### src/rtl/dmem_arbiter_pkg.sv
// Package: dmem_arbiter_pkg
// Shared definitions for the data-memory arbiter: FSM state encodings,
// port-owner codes and the byte stride between consecutive burst beats.
package dmem_arbiter_pkg;

    typedef enum logic {
        ST_IDLE  = 1'b0,
        ST_BURST = 1'b1
    } state_t;

    typedef enum logic [1:0] {
        OWN_NONE = 2'd0,
        OWN_CPU  = 2'd1,
        OWN_LD   = 2'd2
    } owner_t;

    // Loader bursts are word-only, so consecutive beats are one word apart.
    localparam int BEAT_STRIDE = 4;

endpackage

### src/rtl/burst_addr_gen.sv
// Module: burst_addr_gen
// Holds the latched base address and beat counter of a loader burst that is
// continuing past its first beat, and produces the beat address and a
// last-beat flag.
// Ports:
//   clk, reset  clock (rising edge), asynchronous active-high reset
//   start       beat 0 executing and the burst continues: latch base/len, beat=1
//   advance     a continuation beat executes this cycle
//   start_addr  burst base address (beat 0 address)
//   start_len   clamped burst length in beats
//   addr        base + 4*beat, wrapping modulo 2^AW
//   last        current beat is the final one of the burst
module burst_addr_gen
    import dmem_arbiter_pkg::*;
#(
    parameter int AW      = 32,
    parameter int BURST_W = 4
) (
    input  logic               clk,
    input  logic               reset,
    input  logic               start,
    input  logic               advance,
    input  logic [AW-1:0]      start_addr,
    input  logic [BURST_W-1:0] start_len,
    output logic [AW-1:0]      addr,
    output logic               last
);

    logic [AW-1:0]      base_q;
    logic [BURST_W-1:0] beat_q;
    logic [BURST_W-1:0] len_q;

    // NOTE: sequential state uses non-blocking assignments so every flop
    // samples the pre-edge values, independent of statement order.
    always_ff @(posedge clk or posedge reset) begin
        if (reset) begin
            base_q <= '0;
            beat_q <= '0;
            len_q  <= '0;
        end else if (start) begin
            base_q <= start_addr;
            beat_q <= BURST_W'(1);
            len_q  <= start_len;
        end else if (advance) begin
            beat_q <= last ? '0 : beat_q + BURST_W'(1);
        end
    end

    assign addr = base_q + AW'(BEAT_STRIDE) * AW'(beat_q);
    assign last = (beat_q == len_q - BURST_W'(1));

endmodule

### src/rtl/dmem_arbiter.sv
// Module: dmem_arbiter
// Shares the single dmem port between the CPU load/store path (one-cycle
// accesses, combinational read data) and a word-burst loader that owns the
// port for N consecutive cycles once started. A CPU that loses arbitration
// sees cpu_stall=1.
// Configuration macro: DMEM_ARB_RR_EN
//   undefined - CPU has strict priority on an IDLE conflict
//   defined   - IDLE conflicts alternate, starting with the CPU after reset
// Ports:
//   cpu_addr/cpu_wdata/cpu_we_b/cpu_we_w/cpu_re_b/cpu_re_w  CPU access
//   cpu_rdata  combinational copy of mem_rdata
//   cpu_stall  CPU access pending but not granted this cycle
//   ld_req/ld_addr/ld_we/ld_burst/ld_wdata  loader burst request and data
//   ld_gnt     loader beat executing this cycle
//   ld_rvalid/ld_rdata  registered read word, one cycle after a read beat
//   ld_done    one-cycle pulse after the final beat
//   mem_*      dmem port
module dmem_arbiter
    import dmem_arbiter_pkg::*;
#(
    parameter int AW        = 32,
    parameter int DW        = 32,
    parameter int MAX_BURST = 8,
    parameter int BURST_W   = 4
) (
    input  logic               clk,
    input  logic               reset,
    input  logic [AW-1:0]      cpu_addr,
    input  logic [DW-1:0]      cpu_wdata,
    input  logic               cpu_we_b,
    input  logic               cpu_we_w,
    input  logic               cpu_re_b,
    input  logic               cpu_re_w,
    output logic [DW-1:0]      cpu_rdata,
    output logic               cpu_stall,
    input  logic               ld_req,
    input  logic [AW-1:0]      ld_addr,
    input  logic               ld_we,
    input  logic [BURST_W-1:0] ld_burst,
    input  logic [DW-1:0]      ld_wdata,
    output logic               ld_gnt,
    output logic               ld_rvalid,
    output logic [DW-1:0]      ld_rdata,
    output logic               ld_done,
    output logic [AW-1:0]      mem_addr,
    output logic [DW-1:0]      mem_wdata,
    output logic               mem_we_b,
    output logic               mem_we_w,
    output logic               mem_re_b,
    output logic               mem_re_w,
    input  logic [DW-1:0]      mem_rdata
);

    localparam logic [BURST_W-1:0] MAX_LEN = BURST_W'(MAX_BURST);

    logic               cpu_req;
    state_t             state_q, state_d;
    owner_t             owner;
    logic               ld_we_q;
    logic               ld_we_eff;
    logic [BURST_W-1:0] len_req;
    logic               ag_start, ag_advance, ag_last;
    logic [AW-1:0]      ag_addr;
    logic               final_beat;
    logic               beat_read;
`ifdef DMEM_ARB_RR_EN
    owner_t             rr_last_q, rr_last_d;
`endif

    assign cpu_req   = cpu_we_b | cpu_we_w | cpu_re_b | cpu_re_w;
    assign cpu_rdata = mem_rdata;

    // Beat 0 comes straight from the request; later beats use the latched direction.
    assign ld_we_eff = (state_q == ST_BURST) ? ld_we_q : ld_we;
    assign beat_read = (owner == OWN_LD) && !ld_we_eff;

    always_comb begin
        if (ld_burst == '0)
            len_req = BURST_W'(1);
        else if (ld_burst > MAX_LEN)
            len_req = MAX_LEN;
        else
            len_req = ld_burst;
    end

    burst_addr_gen #(
        .AW      (AW),
        .BURST_W (BURST_W)
    ) u_addr_gen (
        .clk        (clk),
        .reset      (reset),
        .start      (ag_start),
        .advance    (ag_advance),
        .start_addr (ld_addr),
        .start_len  (len_req),
        .addr       (ag_addr),
        .last       (ag_last)
    );

    // Arbitration and next state.
    // NOTE: every signal written here gets a default first, so no path leaves
    // a value unassigned and no latch is inferred.
    always_comb begin
        state_d    = state_q;
        owner      = OWN_NONE;
        ag_start   = 1'b0;
        ag_advance = 1'b0;
        final_beat = 1'b0;
`ifdef DMEM_ARB_RR_EN
        rr_last_d  = rr_last_q;
`endif
        case (state_q)
            ST_IDLE: begin
                if (cpu_req && ld_req) begin
`ifdef DMEM_ARB_RR_EN
                    // Give the conflict to whoever did not win the previous one.
                    owner     = (rr_last_q == OWN_CPU) ? OWN_LD : OWN_CPU;
                    rr_last_d = owner;
`else
                    owner = OWN_CPU;
`endif
                end else if (cpu_req) begin
                    owner = OWN_CPU;
                end else if (ld_req) begin
                    owner = OWN_LD;
                end
                if (owner == OWN_LD) begin
                    if (len_req > BURST_W'(1)) begin
                        ag_start = 1'b1;
                        state_d  = ST_BURST;
                    end else begin
                        final_beat = 1'b1;
                    end
                end
            end
            ST_BURST: begin
                owner      = OWN_LD;
                ag_advance = 1'b1;
                if (ag_last) begin
                    final_beat = 1'b1;
                    state_d    = ST_IDLE;
                end
            end
            default: state_d = ST_IDLE;
        endcase
    end

    // Port mux; everything toward dmem and the requesters is quiet during reset.
    always_comb begin
        mem_addr  = '0;
        mem_wdata = '0;
        mem_we_b  = 1'b0;
        mem_we_w  = 1'b0;
        mem_re_b  = 1'b0;
        mem_re_w  = 1'b0;
        ld_gnt    = 1'b0;
        cpu_stall = 1'b0;
        if (!reset) begin
            cpu_stall = cpu_req && (owner != OWN_CPU);
            case (owner)
                OWN_CPU: begin
                    mem_addr  = cpu_addr;
                    mem_wdata = cpu_wdata;
                    mem_we_b  = cpu_we_b;
                    mem_we_w  = cpu_we_w;
                    mem_re_b  = cpu_re_b;
                    mem_re_w  = cpu_re_w;
                end
                OWN_LD: begin
                    mem_addr  = (state_q == ST_BURST) ? ag_addr : ld_addr;
                    mem_wdata = ld_wdata;
                    mem_we_w  = ld_we_eff;
                    mem_re_w  = !ld_we_eff;
                    ld_gnt    = 1'b1;
                end
                default: ;
            endcase
        end
    end

    always_ff @(posedge clk or posedge reset) begin
        if (reset) begin
            state_q   <= ST_IDLE;
            ld_we_q   <= 1'b0;
            ld_done   <= 1'b0;
            ld_rvalid <= 1'b0;
            ld_rdata  <= '0;
        end else begin
            state_q   <= state_d;
            ld_done   <= final_beat;
            ld_rvalid <= beat_read;
            if (ag_start)
                ld_we_q <= ld_we;
            if (beat_read)
                ld_rdata <= mem_rdata;
        end
    end

`ifdef DMEM_ARB_RR_EN
    always_ff @(posedge clk or posedge reset) begin
        if (reset)
            rr_last_q <= OWN_NONE;
        else
            rr_last_q <= rr_last_d;
    end
`endif

endmodule

### config.mk
export PLATFORM = sky130hd
export DESIGN_NAME = dmem_arbiter
export DESIGN_NICKNAME = d
export VERILOG_FILES = /design/src/rtl/dmem_arbiter_pkg.sv /design/src/rtl/burst_addr_gen.sv /design/src/rtl/dmem_arbiter.sv
export SDC_FILE = /design/constraint.sdc
export NUM_CORES = 1
export LEC_CHECK = 0
export ABC_AREA = 1
export BUFFER_PORTS_ARGS = -buffer_cell sky130_fd_sc_hd__buf_4
export CAP_MARGIN = 0
export CELL_PAD_IN_SITES_DETAIL_PLACEMENT = 1
export CELL_PAD_IN_SITES_GLOBAL_PLACEMENT = 1
export CORE_UTILIZATION = 27
export CTS_BUF_LIST = sky130_fd_sc_hd__clkbuf_8
export CTS_CLUSTER_DIAMETER = 200
export DETAILED_ROUTE_END_ITERATION = 10
export GPL_TIMING_DRIVEN = 0
export PLACE_DENSITY = 0.74
export SLEW_MARGIN = 20
export SYNTH_ARGS = -nofsm -noshare
export SYNTH_HDL_FRONTEND = slang
export SYNTH_SLANG_ARGS = --single-unit
### constraint.sdc
create_clock -name clk -period 2.9 [get_ports clk]
set_clock_uncertainty 0.1 [all_clocks]
set_input_delay 0.725 -clock clk [delete_from_list [all_inputs] [get_ports clk]]
set_output_delay 0.725 -clock clk [all_outputs]
set_load 0.05 [all_outputs]
==> flow_summary.yaml, run 1 <==
status:
  status: "finished with violations"
  violations: "setup timing"
synth:
  synth.most_common_cell: "nand2_1"
  synth_common_cells: "nand2_1 (359), nor2_1 (94), dfrtp_1 (76)"
  synth_edf_count: 0
  ys_types: 29
  seq_area_frac_synth: 0.339
  synth_area_per_cell_um2: 6.30
  async_flop_share: 1.00
  ys.flop_type: "dfrtp_1"
  synth_area_leaders: "dfrtp_1 (34%), nand2_1 (24%), nor2_1 (6.3%)"
  ys_warn_count: 0
  synthCells: 889
  yosys.area.top_type: "dfrtp_1"
  synth_nets: 1070
  syn_area_um2: 5600
  synth_top_area_frac: 0.339
  synth-seq-cells: 76
sta:
  fin_ws_ps: -462
  fmax_mhz: 297
  period_share: 1.16
  slew_violations: 0
  slew_headroom: 0.642
  rsz0062_at_grt: "yes"
  min_period_ps: 3360
  setup_violations: 70
  worst-slew-pin-transition_ps: 537
  hold_viol_final: 0
global_route:
  grt_pass1_vias: 8228
  grt_usage: 0.291
  grt_pass1_wl_um: 47100
  grt_antenna_before_repair: 1
  grt_overflow: 0
  grt_max_degree: 47
placement:
  placed_area_um2: 9090
  place_congestion: 0.861
  hpwlAfterDp_um: 22000
  io_buffers: 307
  placed_cells: 1467
final_layout:
  nets: 1439
  stdcell_area_um2: 11000
  stdcell_count: 1534
  syn_to_final_growth_pct: 96.3
  drive_gt1_frac: 0.504
detailed_routing:
  drtAntennaViolNets: 0
  route.detailed.drc: 0
  wl_per_cell_um: 21.7
  firstDrtPassIters: 5
  vias: 7668
  drt_iter0_drc: 364
  vias_per_cell: 5.00
  totalWireLength_um: 33400
floorplanning:
  fp.dieW_um: 146
  core_um2: 20300
  ios: 308
  die_area_um2: 21300
  initial_core_util: 0.276
  rows: 52
  dieHeight_um: 146
clocking:
  cts_root_buf: "clkbuf_8"
  cts_max_path_buffers: 2
  cts_tree: "yes"
  cts.clk_slew.worst_paths_ps: 90
  cts_made_buffers: 9
  htreeDepth: 3
  insertion_delay_ps: 390
  clock-sinks: 76
critical_path:
  worst-path-max-fanout: 4
  crit_arrival_ps: 2540
  worstReg2RegStart: "state_q"
  critPathLaunchType: "flip-flop"
  rr_endpoint: "ld_rdata[12]"
  end_kind: "output pin"
  critPathLaunch: "u_addr_gen.beat_q[0]"
  ff2ff_path_depth: 11
  cp.required_ps: 2080
  path_class: "flip-flop to output pin"
  reg2reg_slack_ps: 490
  endpoint: "mem_addr[26]"
min_path:
  hp-class: "input port to async pin"
run:
  max_cap_viol_count: 0
pwr:
  clockPowerShare: 0.079
  swShare: 0.547
  ir_drop_mv: 0.544
  power.density_nw_per_um2: 1110
  comb_power_share: 0.761
  p_sw_mw: 6.69
  p_leak_nw: 5.15
  internal_power_mw: 5.55
  seqPwrFrac: 0.159
==> per-stage QoR <==
stage                     power, mW  setup TNS [ps]  hold slack [ps]  utilization  setup WS [ps]
final                          12.2          -19730              329        0.542           -462
after global routing           12.8          -22890              350        0.542           -551
after CTS                      11.4          -11100              335        0.520           -337
after detailed placement       8.85          -30900              363        0.448           -704
after global placement         8.74         -121880              356        0.446          -1230
after floorplan                6.76           -1470              342            -           -164
==> area by class of cell <==
type	instances	area, um2
well taps	270	338
clock buffers	9	124
flip-flops and latches	76	1910
inverters	65	262
plain buffers	69	718
clock inverters	7	92.6
multi-input cells	676	4270
fillers	2491	9300
repair buffers	361	3300
diodes	1	2.50
==> power by group through the flow <==
stage          Sequential, mW  Clock (mW)  Combinational [mW]
2_1_floorplan            2.61           0                4.14
3_3_place_gp             1.90           0                6.84
3_5_place_dp             1.91           0                6.94
4_1_cts                  1.90       0.970                8.57
5_1_grt                  2.00        1.01                9.75
6_report                 1.95       0.972                9.32
==> how the worst min path moves through the flow <==
stage	to	slack, ps	cells past startpoint
floorplan	ld_we_q	340	2
global placement	ld_rdata[30]	360	2
detailed placement	ld_rdata[4]	360	2
CTS	ld_done	340	2
global route	ld_rdata[13]	350	2
finish	ld_done	330	2
==> cell usage in the layout (no fill, tap or decap), types with 3 or more instances in the layout <==
cell type / instances
a21oi_1: 9
a21oi_4: 60
a22oi_2: 5
buf_12: 8
buf_16: 6
buf_2: 9
buf_4: 297
buf_6: 68
buf_8: 23
clkbuf_1: 5
clkbuf_16: 10
clkbuf_8: 10
dfrtp_1: 73
dfrtp_2: 3
ha_4: 6
inv_1: 55
inv_2: 6
inv_4: 5
nand2_1: 316
nand2_2: 36
nand2_4: 15
nand3_1: 32
nand3_2: 14
nand4_1: 4
nor2_1: 72
nor2_2: 11
nor2_4: 17
o21ai_0: 42
o21ai_2: 9
xnor2_1: 4
xor2_1: 7
==> cells by family after synthesis <==
kind of cell	count (synthesis)	share of synthesized area
AND/OR/NAND/NOR	521	0.372
buffers and inverters	138	0.122
AO/OA/AOI/OAI	132	0.125
flip-flops	76	0.339
XOR/XNOR	13	0.0203
adder cells (fa/ha/maj)	9	0.0214
==> sequential cells by signal, summed over array words and instances (netlist names) <==
register	cells
state_q	1
ld_we_q	1
u_addr_gen.len_q	4
ld_rvalid	1
ld_rdata	32
u_addr_gen.beat_q	4
u_addr_gen.base_q	32
ld_done	1
==> repair_timing <==
| item | CTS | global route |
|---|---|---|
| hold buffers | 0 | 0 |
| endpoints found under the setup margin | 70 | 70 |
| gates resized for setup | 227 | 86 |
| cloned | 8 | 2 |
| setup buffers | 29 | 16 |
| pin swaps | 28 | 39 |
==> layer usage <==
metal	vias to the layer above	routed length, um	global-route usage
met1	3734	12400	0.314
met5	-	0	0
li1	3504	-	-
met3	93	2900	0.106
met4	0	1410	0.114
met2	337	16700	0.515
==> worst max-delay path, cell delays in order (launching register included) <==
cell and delay (ps):
dfrtp_1 440, ha_4 190, fa_2 420, nand2_2 90, nand3_2 120, nand2_4 140
inv_4 60, nand2_4 90, inv_2 40, nand2_1 50, nand2_1 60, nand3_2 90
nand2_2 70, a21oi_4 120, buf_6 170
No activity file was read; power rests on OpenSTA's default activity.
==> run 2, diff against run 1 <==
Settings changed: CORE_UTILIZATION 27 to 30, PLACE_DENSITY 0.74 to 0.78.
Clock period 2.9 ns to 3.3 ns, I/O delays scaled along.
==> flow_summary.yaml, run 2 (synthesis results as in run 1) <==
floorplanning:
  initial_core_util: 0.309
  rows: 49
  die_area_um2: 19200
  core_um2: 18100
  fp.dieW_um: 139
  dieHeight_um: 139
  ios: 308
detailed_routing:
  firstDrtPassIters: 7
  wl_per_cell_um: 18.8
  wl_met2_um: 14600
  vias: 7290
  drt_iter0_drc: 342
  route.detailed.drc: 7
  totalWireLength_um: 27600
  top_layer_used: "met4"
  vias_per_cell: 4.96
  drtAntennaViolNets: 0
  routed-wl-met3_um: 1740
  wirelength_met1_um: 10400
critical_path:
  ff2ff_path_depth: 11
  worst-path-max-fanout: 7
  crit_arrival_ps: 2390
  reg2reg_slack_ps: 1080
  crit_chain: "ha_4, fa_2, nand2_2, nand3_2, nand2_4, buf_6, nor2_4, nand2_1, nand2_1, nand3_1, nand2_2, a21oi_2, buf_6"
  max_stage_delay_ps: 420
  rr_endpoint: "ld_rdata[25]"
  end_kind: "output pin"
  cp.required_ps: 2370
  cp_slowest_cell: "dfrtp_1"
  worstReg2RegStart: "state_q"
  path_class: "flip-flop to output pin"
  critPathLaunchType: "flip-flop"
clocking:
  cts_tree: "yes"
  clock-sinks: 76
  cts.clk_slew.worst_paths_ps: 90
  htreeDepth: 3
  cts_max_path_buffers: 2
  cts_root_buf: "clkbuf_8"
  cts_made_buffers: 9
  holdBufCountCts: 0
  insertion_delay_ps: 370
sta:
  hold_viol_final: 0
  slew_violations: 0
  setup_violations: 3
  period_share: 1.00
  setup_tns_ps: -28.6
  rsz0062_at_grt: "yes"
  fmax_mhz: 302
  min_period_ps: 3310
  worst-slew-pin-transition_ps: 633
  hold_slack_ps: 378
  fin_ws_ps: -14.8
  slew_headroom: 0.578
placement:
  hpwlAfterDp_um: 21300
  place_congestion: 0.881
  dp_slack_ps: -628
  io_buffers: 307
pwr:
  ir_drop_mv: 0.433
  p_leak_nw: 4.84
  power.density_nw_per_um2: 938
global_route:
  grt_overflow: 0
  grt_max_degree: 47
  grt_pass1_vias: 7790
  grt_usage: 0.282
  grt_pass1_wl_um: 42200
  grt_antenna_before_repair: 0
final_layout:
  layout_common_cells: "nand2_1 (326), buf_4 (297), nor2_1 (75)"
  drive_gt1_frac: 0.471
  largestRegisters: "ld_rdata: 32 flops, u_addr_gen.base_q: 32 flops"
  layout_commonest_cell: "nand2_1"
  syn_to_final_growth_pct: 81.6
  nets: 1417
  antenna_cells: 0
status:
  status: "finished with violations"
  violations: "DRC, setup timing"
min_path:
  min-delay-start: "ld_rdata[24]"
  hp-class: "flip-flop to flip-flop"
  min_to: "ld_rdata[24]"
  holdPathStages: 2
run:
  max_cap_viol_count: 0
## run 2: cell types whose count changed in the layout (fill, tap and decap cells not counted), sizes merged
cell / before / now
clkinvlp: 1 / 2
diode: 1 / 0
clkbuf: 28 / 29
bufinv: 2 / 1
inv: 68 / 66
buf: 411 / 388
clkinv: 1 / 3
## run 2: worst max-delay path by stage
stage,from,to,slack (ps),cells after the start
3_3_place_gp,reset,u_addr_gen.beat_q[0],-890,2
3_5_place_dp,cpu_re_b,mem_wdata[21],-630,12
6_report,u_addr_gen.beat_q[0],mem_addr[30],-10,13
4_1_cts,u_addr_gen.beat_q[0],mem_addr[30],-30,13
2_1_floorplan,cpu_re_b,mem_wdata[4],-240,11
5_1_grt,u_addr_gen.beat_q[0],mem_addr[30],-90,13
## run 2: report_power, final
part / total (mW) / switching (mW) / internal [mW]
sequential: 1.69 / 0.353 / 1.34
combinational: 7.09 / 4.53 / 2.55
clock: 0.765 / 0.412 / 0.353
total: 9.54 / 5.30 / 4.25
## run 2: metal layers
metal  up-vias  GRT usage
met2       233      0.527
met1      3561      0.314
met5         -          0
li1       3455          -
met3        41     0.0625
met4         0     0.0965
## run 2: area by class of cell
class | instances | area (um2)
Sequential cell | 76 | 1910
Clock buffer | 9 | 124
Tap cell | 229 | 287
Fill cell | 2306 | 7970
Clock inverter | 7 | 76.3
Buffer | 72 | 663
Multi-Input combinational cell | 676 | 3920
Timing Repair Buffer | 336 | 2940
Inverter | 65 | 264
## run 2: timing repair
| action | in CTS | in global routing |
|---|---|---|
| gates resized for setup | 156 | 97 |
| endpoints found under the setup margin | 68 | 67 |
| buffers inserted | 12 | 9 |
| gates cloned | 3 | 5 |
| pin swaps | 13 | 24 |
## run 2: through the flow
stage | area, um2 | utilization | cells | power, mW
2_1_floorplan | 6160 | - | 889 | 5.67
3_3_place_gp | 8750 | 0.482 | 1425 | 7.41
3_5_place_dp | 8780 | 0.484 | 1426 | 7.51
4_1_cts | 9670 | 0.533 | 1456 | 9.05
5_1_grt | 10200 | 0.561 | 1470 | 10.0
6_report | 10200 | 0.561 | 1470 | 9.54
## run 2: worst max-delay path, delay by kind of cell (launching register included)
kind,cells,cell delay (ps)
AOI/OAI and AO/OA,1,130
adders and majority gates,2,550
DFF,1,420
buffers and inverters,2,280
and+or+nand+nor,8,620
==> run 3, diff against run 2 <==
Settings changed: CELL_PAD_IN_SITES_DETAIL_PLACEMENT 1 to not set, CELL_PAD_IN_SITES_GLOBAL_PLACEMENT 1 to not set, CORE_UTILIZATION 30 to 36, PLACE_DENSITY 0.78 to 0.63.
==> flow_summary.yaml, run 3 (synthesis results as in run 1) <==
clocking:
  clock-sinks: 76
  cts.clk_slew.worst_paths_ps: 80
  cts_max_path_buffers: 2
  cts_made_buffers: 9
  cts_root_buf: "clkbuf_8"
  htreeDepth: 3
  cts_tree: "yes"
  insertion_delay_ps: 370
  holdBufCountCts: 0
final_layout:
  layout_commonest_cell: "nand2_1"
  stdcell_count: 1423
  layout_common_cells: "nand2_1 (333), buf_4 (311), nor2_1 (77)"
  post-route-util: 0.650
  largestRegisters: "ld_rdata: 32 flops, u_addr_gen.base_q: 32 flops"
  fillers: 1398
  stdcell_area_um2: 9870
  drive_gt1_frac: 0.453
  syn_to_final_growth_pct: 76.2
  nets: 1411
  antenna_cells: 0
critical_path:
  path_class: "flip-flop to output pin"
  crit_arrival_ps: 2330
  worst-path-max-fanout: 4
  critPathLaunchType: "flip-flop"
  crit_chain: "ha_4, fa_2, nand2_2, nand3_2, nand2_4, inv_2, nand2_2, inv_1, nand2_1, nand2_1, nand3_2, nand2_1, a21oi_2, buf_6"
  max_stage_delay_ps: 420
  crit_family: "simple AND/OR/NAND/NOR gates"
  cp_common_cell: "nand2_1"
  worstPathBufferInverterCount: 3
  cp.required_ps: 2370
  cp_slowest_cell: "dfrtp_1"
  end_kind: "output pin"
detailed_routing:
  drtAntennaViolNets: 0
  firstDrtPassIters: 5
  totalWireLength_um: 23800
  drt_iter0_drc: 396
  wl_per_cell_um: 16.7
  route.detailed.drc: 0
  vias: 6901
  vias_per_cell: 4.85
floorplanning:
  fp.dieW_um: 127
  core_um2: 15200
  rows: 45
  die_area_um2: 16100
  ios: 308
  dieHeight_um: 127
  initial_core_util: 0.369
sta:
  hold_slack_ps: 380
  slew_violations: 0
  hold_viol_final: 0
  worst-slew-pin-transition_ps: 574
  fmax_mhz: 307
  rsz0062_at_grt: "yes"
  min_period_ps: 3250
  period_share: 0.986
  fin_ws_ps: 46.1
  slew_headroom: 0.617
  setup_violations: 0
  setup_tns_ps: 0
global_route:
  grt_max_degree: 43
  grt_overflow: 0
  grt_pass1_wl_um: 35300
  grt_pass1_vias: 6371
  grt_antenna_before_repair: 0
  grt_usage: 0.286
placement:
  placed_cells: 1385
  io_buffers: 307
  dp_slack_ps: -528
  place_congestion: 0.901
  placed_area_um2: 8730
  hpwlAfterDp_um: 18200
min_path:
  hp-class: "flip-flop to flip-flop"
pwr:
  power.density_nw_per_um2: 931
  p_total_mw: 9.19
  p_leak_nw: 4.78
  ir_drop_mv: 0.565
run:
  max_cap_viol_count: 0
status:
  status: "finished, final reports clean"
==> run 3: cell count changes in the layout (fill, tap and decap cells not counted), moves of 6 or more <==
cell	previous run	this run
nand3_2	10	4
buf_6	63	54
nand2_1	326	333
buf_4	297	311
nand2_2	35	27
nand3_1	38	44
buf_8	12	5
==> run 3: what timing repair did <==
action,in CTS,in global routing
resized for setup,114,94
setup buffers,10,8
gates cloned,2,4
pin swaps,6,16
setup endpoints to repair,68,67
==> run 3: layout make-up <==
class / instances / area (um2) / area share
timing repair buffer: 332 / 2780 / 0.282
tap: 188 / 235 / 0.0238
clock buffer: 10 / 138 / 0.0139
multi-input combinational: 675 / 3830 / 0.388
clock inverter: 6 / 80.1 / 0.00811
inverter: 65 / 264 / 0.0267
buffer: 71 / 643 / 0.0651
sequential: 76 / 1910 / 0.193
==> run 3: metal layers <==
layer  track usage  share of wire  up-vias
li1              -              -     3443
met1         0.346           0.40     3186
met2         0.504           0.51      244
met3        0.0793          0.073       28
met4        0.0665          0.015        0
met5             0              0        -
==> run 3: tightest hold or removal path, cell delays in order, from the launching register on <==
cell,delay [ps]
dfrtp_1,350
nand2_1,60
nand2_1,50
==> run 3: worst paths after layout <==
kind | endpoint | cells after the start | startpoint | slack [ps]
max | mem_addr[26] | 14 | u_addr_gen.beat_q[0] | 50
max in group asynchronous | u_addr_gen.beat_q[1] | 3 | reset | 2070
min | ld_rdata[9] | 2 | ld_rdata[9] | 380
min reg2reg | ld_rdata[9] | 2 | ld_rdata[9] | 380
min in group asynchronous | ld_rdata[5] | 2 | reset | 430
max reg2reg | ld_rdata[26] | 11 | state_q | 1130
==> run 3: power by group <==
part / internal (mW) / switching, mW
logic: 2.39 / 4.30
clock network: 0.440 / 0.376
registers: 1.34 / 0.344
total: 4.18 / 5.02
